File: config.mk
export PLATFORM = sky130hd
export DESIGN_NAME = motor_drive_sequencer
export DESIGN_NICKNAME = d
export VERILOG_FILES = /design/src/rtl/motor_ctrl_pkg.sv /design/src/rtl/motor_ramp_tick.sv /design/src/rtl/motor_drive_sequencer.sv
export SDC_FILE = /design/constraint.sdc
export NUM_CORES = 1
export LEC_CHECK = 0
export CORE_UTILIZATION = 35
export CTS_CLUSTER_DIAMETER = 100
export CTS_CLUSTER_SIZE = 25
export DETAILED_ROUTE_END_ITERATION = 10
export GPL_TIMING_DRIVEN = 0
export HOLD_SLACK_MARGIN = 0.15
export MAX_ROUTING_LAYER = met4
export PLACE_DENSITY = 0.6
export SLEW_MARGIN = 10
export SYNTH_ARGS = -nofsm -noshare
export SYNTH_HDL_FRONTEND = slang
export SYNTH_SLANG_ARGS = --single-unit
File: constraint.sdc
create_clock -name CLOCK_50 -period 6.7 [get_ports CLOCK_50]
set_input_delay 1.675 -clock CLOCK_50 [delete_from_list [all_inputs] [get_ports CLOCK_50]]
set_output_delay 1.675 -clock CLOCK_50 [all_outputs]
set_load 0.01 [all_outputs]
File: src/rtl/motor_ctrl_pkg.sv
// Shared widths, state encoding and command clamp for the motor drive sequencer.
package motor_ctrl_pkg;

  localparam int unsigned CMD_W   = 10;
  localparam int unsigned MAX_CMD = 280;

  typedef logic [CMD_W-1:0] cmd_t;

  typedef enum logic [2:0] {
    IDLE  = 3'd0,
    RAMP  = 3'd1,
    RUN   = 3'd2,
    BRAKE = 3'd3,
    FAULT = 3'd4
  } motor_state_t;

  // Limit a raw throttle request to the highest duty the generator accepts.
  function automatic cmd_t clamp_cmd(input cmd_t raw);
    return (raw > cmd_t'(MAX_CMD)) ? cmd_t'(MAX_CMD) : raw;
  endfunction

endpackage

File: src/rtl/motor_ramp_tick.sv
// Ramp-rate divider: one-cycle tick every RAMP_DIV clocks, synchronously restartable.
module motor_ramp_tick #(
  parameter int unsigned RAMP_DIV = 50000
) (
  input  logic clk,
  input  logic clear,
  output logic tick
);

  localparam int unsigned CNT_W = (RAMP_DIV > 1) ? $clog2(RAMP_DIV) : 1;
  localparam logic [CNT_W-1:0] LAST = CNT_W'(RAMP_DIV - 1);

  logic [CNT_W-1:0] cnt;

  always_ff @(posedge clk) begin
    if (clear) begin
      cnt  <= '0;
      tick <= 1'b0;
    end else if (cnt == LAST) begin
      cnt  <= '0;
      tick <= 1'b1;
    end else begin
      cnt  <= cnt + CNT_W'(1);
      tick <= 1'b0;
    end
  end

endmodule

File: src/rtl/motor_drive_sequencer.sv
// Duty-command sequencer for the PWM generator: soft-start ramp, brake, enable gating.
// Optional throttle-staleness watchdog enabled by defining MOTOR_SEQ_WDOG_EN.
module motor_drive_sequencer
  import motor_ctrl_pkg::*;
#(
  parameter int unsigned RAMP_DIV = 50000,
  parameter int unsigned STEP     = 4,
  parameter int unsigned WDOG_CYC = 5000000
) (
  input  logic             CLOCK_50,
  input  logic             reset,
  input  logic             enable,
  input  logic             brake,
  input  logic [CMD_W-1:0] throttle,
  input  logic             throttle_valid,
  output logic [CMD_W-1:0] pwm_cmd,
  output logic [2:0]       state,
  output logic             fault
);

  localparam int unsigned SUM_W = CMD_W + 1;

  motor_state_t     state_q;
  motor_state_t     state_d;
  logic [CMD_W-1:0] target_q;
  logic [CMD_W-1:0] pwm_d;
  logic             tick;
  logic             ramp_clear;
  logic             wdog_expire;
  logic             moving;
  logic [SUM_W-1:0] headroom;
  logic [SUM_W-1:0] step_amt;
  logic [SUM_W-1:0] ramp_sum;
  logic [CMD_W-1:0] ramp_val;

  assign moving     = (state_q == RAMP) || (state_q == RUN);
  // Tick phase restarts whenever the ramp is (re)entered so the first step is a full period away.
  assign ramp_clear = reset || ((state_d == RAMP) && (state_q != RAMP));

  motor_ramp_tick #(
    .RAMP_DIV (RAMP_DIV)
  ) u_ramp_tick (
    .clk   (CLOCK_50),
    .clear (ramp_clear),
    .tick  (tick)
  );

  // One ramp step toward target, computed one bit wider and bounded by target.
  always_comb begin
    headroom = SUM_W'(target_q) - SUM_W'(pwm_cmd);
    step_amt = (headroom > SUM_W'(STEP)) ? SUM_W'(STEP) : headroom;
    ramp_sum = SUM_W'(pwm_cmd) + step_amt;
    ramp_val = (ramp_sum > SUM_W'(target_q)) ? target_q : ramp_sum[CMD_W-1:0];
  end

  always_comb begin
    state_d = state_q;
    pwm_d   = pwm_cmd;
    if (state_q == FAULT) begin
      pwm_d = '0;
      if (!brake && throttle_valid && (throttle == '0)) begin
        state_d = IDLE;
      end
    end else if (brake) begin
      state_d = BRAKE;
      pwm_d   = '0;
    end else if (wdog_expire) begin
      state_d = FAULT;
      pwm_d   = '0;
    end else if (!enable && moving) begin
      state_d = IDLE;
      pwm_d   = '0;
    end else begin
      case (state_q)
        IDLE: begin
          pwm_d = '0;
          if (enable && (target_q != '0)) begin
            state_d = RAMP;
          end
        end
        RAMP: begin
          if (target_q == '0) begin
            state_d = IDLE;
            pwm_d   = '0;
          end else if (target_q < pwm_cmd) begin
            // Deceleration is applied at once, never ramped.
            state_d = RUN;
            pwm_d   = target_q;
          end else if (tick) begin
            pwm_d = ramp_val;
            if (ramp_val == target_q) begin
              state_d = RUN;
            end
          end else if (pwm_cmd == target_q) begin
            state_d = RUN;
          end
        end
        RUN: begin
          if (target_q == '0) begin
            state_d = IDLE;
            pwm_d   = '0;
          end else if (target_q > pwm_cmd) begin
            state_d = RAMP;
          end else if (target_q < pwm_cmd) begin
            pwm_d = target_q;
          end
        end
        BRAKE: begin
          // Re-arm: throttle must be back at zero before the motor may restart.
          pwm_d = '0;
          if (target_q == '0) begin
            state_d = IDLE;
          end
        end
        default: begin
          state_d = IDLE;
          pwm_d   = '0;
        end
      endcase
    end
  end

  always_ff @(posedge CLOCK_50) begin
    if (reset) begin
      state_q  <= IDLE;
      pwm_cmd  <= '0;
      target_q <= '0;
    end else begin
      state_q <= state_d;
      pwm_cmd <= pwm_d;
      if (throttle_valid) begin
        target_q <= clamp_cmd(throttle);
      end
    end
  end

  assign state = state_q;

`ifdef MOTOR_SEQ_WDOG_EN
  localparam int unsigned WDOG_W = (WDOG_CYC > 1) ? $clog2(WDOG_CYC) : 1;

  logic [WDOG_W-1:0] wdog_q;
  logic              fault_q;

  // Counts cycles since the last throttle strobe, only while the motor is driven.
  always_ff @(posedge CLOCK_50) begin
    if (reset || !moving || throttle_valid) begin
      wdog_q <= '0;
    end else begin
      wdog_q <= wdog_q + WDOG_W'(1);
    end
  end

  assign wdog_expire = moving && (wdog_q == WDOG_W'(WDOG_CYC - 1));

  always_ff @(posedge CLOCK_50) begin
    if (reset) begin
      fault_q <= 1'b0;
    end else begin
      fault_q <= (state_d == FAULT);
    end
  end

  assign fault = fault_q;
`else
  logic unused_wdog_cfg;

  assign unused_wdog_cfg = ^WDOG_CYC;
  assign wdog_expire     = 1'b0;
  assign fault           = 1'b0;
`endif

endmodule

### After elaboration in Yosys (flattened, before gate mapping)

Cells that the tools add are included.
W data, S select, Z words.

* register bits after elaboration: 40
* word-level logic and storage cells: 66
* input bits: 15
* output and inout port bits: 14

* $add $sub $neg: 3
* muxes and demuxes: 25
* reductions and logical operators: 16
* equal/unequal tests: 12
* magnitude comparators: 5

Operator list (count)
* $mux W10: 8
* $mux W3: 13
* $eq A10 B10 Y1: 2
* $logic_not A10 Y1: 2
* $pmux W10 S2: 1
* $add A16 B1 Y16 const B: 1
* $eq A16 B16 Y1 const B: 1
* $pmux W3 S4: 1
* $add A10 B11 Y11: 1
* $gt A11 B10 Y1: 1
* $gt A11 B3 Y1 const B: 1
* $mux W11: 1
* $sub A10 B10 Y11: 1
* $gt A10 B10 Y1: 1
* $gt A10 B9 Y1 const B: 1
* $lt A10 B10 Y1: 1
* $reduce_bool A10 Y1: 1
* $eq A3 B1 Y1 const B: 2
* $eq A3 B2 Y1 const B: 2
* $ne A3 B1 Y1 const B: 2
* $logic_and A1 B1 Y1: 5
* $ne A4 B1 Y1 const B: 1
* $reduce_or A4 Y1: 1
* $eq A3 B3 Y1 const B: 1
* 7 further kinds: 9

### Logic depth before layout (Yosys ltp)

* depth in word-level cells: 19
* gate-level depth with buffers: 28
* mapped depth without buffers: 28

### By module

From an unflattened synthesis, not the netlist that was laid out.

* cell total of the unflattened synthesis: 417
* area, all modules: 3552.2 um^2

Modules (own cells, without submodules)
* motor_drive_sequencer: seq. area each 460.4 um^2, cells an instance 336, instances 1, area each 2745.1 um^2
* motor_ramp_tick: seq. area each 340.3 um^2, cells an instance 81, instances 1, area each 807.0 um^2

### Worst setup path before layout

OpenSTA, ideal clock, no wires.

* path type: register to register
* from: register pwm_cmd[0]
* to: register pwm_cmd[5]
* library setup time: 74 ps
* path buffers: 1
* required time: 6626 ps
* stages on the path, launching flop included: 28
* arrival: 5455 ps
* clock period less this slack: 5529 ps
* path slack: 1171 ps
* cell sequence: dfxtp_1 > ha_1 > inv_1 > fa_1 > a21o_1 > a21oi_1 > o21bai_1 > a21o_1 > o31a_1 > xnor2_1 > or3_1 > nor2_1 > ha_1 > fa_1 > a211oi_1 > o21ai_0 > a21oi_1 > xnor2_1 > ha_1 > a21o_1 > a21oi_1 > nand2_1 > or2_2 > a221oi_2 > nor2b_1 > buf_2 > a22oi_1 > o21ai_0

* longest elaborated chain between the ends: 10
* elaborated cells on any way between the ends: 16
* those cells by class: add/sub (2); order compare (4); eq/ne (3); mux (6); reduce/logical (1)

Ends and longest elaborated chain
* from (decl): RTL line motor_drive_sequencer.sv:16 `output logic [CMD_W-1:0] pwm_cmd,`
* from (signal assigned): RTL line motor_drive_sequencer.sv:130 `pwm_cmd <= pwm_d;`
* $sub A10 B10 Y11: RTL line motor_drive_sequencer.sv:50 `headroom = SUM_W'(target_q) - SUM_W'(pwm_cmd);`
* $gt A11 B3 Y1: RTL line motor_drive_sequencer.sv:51 `step_amt = (headroom > SUM_W'(STEP)) ? SUM_W'(STEP) : headroom;`
* $mux W11: RTL line motor_drive_sequencer.sv:51
* $add A10 B11 Y11: RTL line motor_drive_sequencer.sv:52 `ramp_sum = SUM_W'(pwm_cmd) + step_amt;`
* $gt A11 B10 Y1: RTL line motor_drive_sequencer.sv:53 `ramp_val = (ramp_sum > SUM_W'(target_q)) ? target_q : ramp_sum[CMD_W-1:0];`
* $mux W10: RTL line motor_drive_sequencer.sv:53
* $mux W10: RTL line motor_drive_sequencer.sv:89 `end else if (tick) begin`
* $mux W10: RTL line motor_drive_sequencer.sv:85 `end else if (target_q < pwm_cmd) begin`
* $mux W10: RTL line motor_drive_sequencer.sv:82 `if (target_q == '0) begin`
* $pmux W10 S2: RTL line motor_drive_sequencer.sv:74 `case (state_q)`

Several ways; a longest one is shown, not always the timed one. The select of a mux whose other input is x is not followed.
A chain may end at the register's enable or synchronous reset.

### Worst setup path after layout

* from: register target_q[0]
* to: register pwm_cmd[7]

* longest elaborated chain between the ends: 10
* elaborated cells on any way between the ends: 18
* those cells by class: add/sub (2); order compare (4); eq/ne (3); mux (7); reduce/logical (2)

Ends and longest elaborated chain
* from (decl): RTL line motor_drive_sequencer.sv:25 `logic [CMD_W-1:0] target_q;`
* from (signal assigned): RTL line motor_drive_sequencer.sv:132 `target_q <= clamp_cmd(throttle);`
* $sub A10 B10 Y11: RTL line motor_drive_sequencer.sv:50
* $gt A11 B3 Y1: RTL line motor_drive_sequencer.sv:51
* $mux W11: RTL line motor_drive_sequencer.sv:51
* $add A10 B11 Y11: RTL line motor_drive_sequencer.sv:52
* $gt A11 B10 Y1: RTL line motor_drive_sequencer.sv:53
* $mux W10: RTL line motor_drive_sequencer.sv:53
* $mux W10: RTL line motor_drive_sequencer.sv:89
* $mux W10: RTL line motor_drive_sequencer.sv:85
* $mux W10: RTL line motor_drive_sequencer.sv:82
* $pmux W10 S2: RTL line motor_drive_sequencer.sv:74

Several ways; a longest one is shown, not always the timed one. The select of a mux whose other input is x is not followed.

==> impl_metrics.toml <==
[floorplan]
dieArea_sq_um = 9866
start_util_pct = 36.05
num_rows = 35
core_sq_um = 9196
ios = 29
dieWidth_um = 99.33
die_h_um = 99.33

[grt]
met1_usage_pct = 25.75
globalRoute.totalOverflow = 0
antenna_found_initial = 0
grt_use_total_pct = 19.04
grt_start_max_net_pins = 15
met2_usage_pct = 29.75
met3_usage_pct = 2.460
grt_pass1_wl_um = 14460
top_usage_layer = "met2"
grt_pass1_vias = 3061

[worst_hold_path]
hold_path_class = "flip-flop to flip-flop"

[yosys]
yosysWarnings = 0
synth_cell_types = 56
synth_area_sq_um = 3316
synth_top_family_by_area = "compound AO/OA/AOI/OAI gates"
async_flop_share_pct = 0
yosys.area_share.adder_pct = 12.91
synth_edf_count = 0
muxShareOfSynthArea_pct = 0.9057
synth_area_leader_cell = "dfxtp_1"
postSynthAreaPerCell_sq_um = 7.622
synth_sequential_area_ratio_pct = 24.15
synth_compound_area_share_pct = 24.60
synth.area.top_cells = "dfxtp_1 (24%), ha_1 (12%), xnor2_1 (5.8%)"
synth_ff_type = "dfxtp_1"
synth_seq_cells = 40
synth-simple-area-share_pct = 22.53
synth_top_area_share_pct = 24.15
synth-xor-area-share_pct = 9.208
syn_inst = 435

[layout]
layout-drive-gt1-share_pct = 6.709
layout_commonest_cell = "nor2_1"
area_growth_pct = 18.08
nNetsFinal = 524
fin_util_pct = 42.57
final_cell_mix = "nor2_1 (50), dfxtp_1 (40), nand2_1 (39)"
antenna_cells = 0
fillers = 963

[cts]
h-tree-depth = 2
cts_resized = 0
cts-root-buf = "clkbuf_8"
cts_tree = "done"
numCtsBuffers = 5
clk_pin_slew_ns = 0.10
postCtsHoldBufs = 0
clkSinkCount = 40
post-cts-setup-buffer-count = 0
clock_path_buffers = 2
clk_latency_ns = 0.31

[placement]
gp_congestion = 0.9376
hpwl_um = 7060
io_buffers = 27

[timing]
setup_viol = 0
worst_slew_pin_slew_ns = 0.9424
fin_setup_tns_ns = 0
fmax_mhz = 161.1
finClkSkew_ns = 0.01147
max_slew_margin_pct = 37.05
rsz0062_at_grt = "no"
hold_viol = 0
fin_crit_sh_pct = 92.66
slew_viol_final = 0
fin_crit_ns = 6.208

[drt]
via_per_inst = 5.440
wl_um = 8785
drtIter0Drc = 278
vias = 3199
drc = 0
dr.pass1.iters = 4
post_drt_wl_per_cell_um = 14.94
ant_nets = 0

[worst_setup_path]
cp_slowest_stage_delay_ns = 0.47
crit_fanout = 10
cp-start-kind = "flip-flop"
required_ns = 6.95
cpMaxStageDelayCell = "or3_1"
crit_arrival_ns = 6.45
cpMostUsedCell = "ha_1"
endpoint_kind = "flip-flop"
critPathKind = "flip-flop to flip-flop"

[power_and_ir_drop]
power_density_nw_per_um2 = 194.2
p_leak_nw = 1.567
ir_worst_vdd_mv = 0.08499

[run_status]
status = "complete, no violations"

[run]
maxCapViolations = 0
[sequential cells by signal, summed over array words and instances (netlist names)]
| register | flops |
|---|---|
| u_ramp_tick.cnt | 16 |
| state | 3 |
| u_ramp_tick.tick | 1 |
| pwm_cmd | 10 |
| target_q | 10 |
[power by group]
part	leakage, nW	switching, W	total (W)	internal (W)
combinational	1.19	0.000159	0.000275	0.000116
sequential	0.325	0.0000169	0.000270	0.000253
clock	0.0548	0.000103	0.000216	0.000112
[through the flow]
stage | instances | hold slack (ns) | setup WS [ns] | power [W] | cell area (sq um)
finish | 588 | 0.4867 | 0.4920 | 0.0007604 | 3915
CTS | 588 | 0.5019 | 0.2205 | 0.0007503 | 3866
global route | 588 | 0.5220 | 0.02908 | 0.0008068 | 3915
floorplan | 442 | 0.4259 | 1.171 | 0.0004614 | 3342
global placement | 580 | 0.4416 | 0.3141 | 0.0005336 | 3751
detailed placement | 580 | 0.4866 | 0.2312 | 0.0005380 | 3751
[cell type report]
| type | count | area [sq um] | share of cell area, % |
|---|---|---|---|
| clock inverters | 3 | 46.29 | 1.182 |
| clock buffers | 5 | 68.82 | 1.758 |
| multi-input cells | 356 | 2402 | 61.36 |
| well taps | 111 | 138.9 | 3.547 |
| plain buffers | 13 | 63.81 | 1.630 |
| flip-flops and latches | 40 | 800.8 | 20.45 |
| inverters | 33 | 123.9 | 3.164 |
| repair buffers | 27 | 270.3 | 6.903 |
[Yosys cell counts, types with 5 or more instances]
cell and n:
dfxtp_1 40, a21oi_1 31, nor3_1 7, ha_1 31
nor4_1 5, xnor2_1 22, nand2_1 39, o21ai_0 24
nand3_1 13, o21bai_1 5, and3_1 7, nand4_1 7
a22oi_1 6, xor2_1 11, a31oi_1 9, nand2b_1 5
nor2_1 51, nor2b_1 7, a2bb2oi_1 7, inv_1 33
a21o_1 7, clkbuf_1 6
[logic make-up after synthesis]
logic type	count (synthesis)
flops	40
xor+xnor	34
fa+ha+maj	33
other cells	1
simple gates	156
buf+inv	46
mux	3
compound gates	122
[critical path, delay by kind of cell (launching register included)]
kind / cells / cell delay [ns]
flops: 1 / 0.36
fa+ha+maj: 4 / 1.17
simple gates: 7 / 1.52
compound gates: 12 / 2.37
buf+inv: 3 / 0.41
xor+xnor: 2 / 0.30
[routing by layer]
layer  routed length, um  vias up
met4                 174        0
met5                   0        -
li1                    -     1639
met1                4303     1463
met2                3763       83
met3                 544       14
[path summary, 6_finish.rpt]
kind | start | end | slack, ns | depth (start not counted)
max | target_q[0]$_SDFFE_PP0P_ | pwm_cmd[7]$_SDFFE_PP0P_ | 0.49 | 28
min | u_ramp_tick.cnt[0]$_SDFF_PP0_ | u_ramp_tick.cnt[0]$_SDFF_PP0_ | 0.49 | 1
max reg2reg | target_q[0]$_SDFFE_PP0P_ | pwm_cmd[7]$_SDFFE_PP0P_ | 0.49 | 28
min reg2reg | u_ramp_tick.cnt[0]$_SDFF_PP0_ | u_ramp_tick.cnt[0]$_SDFF_PP0_ | 0.49 | 1
Note: power is estimated with default switching activity, not from simulation.
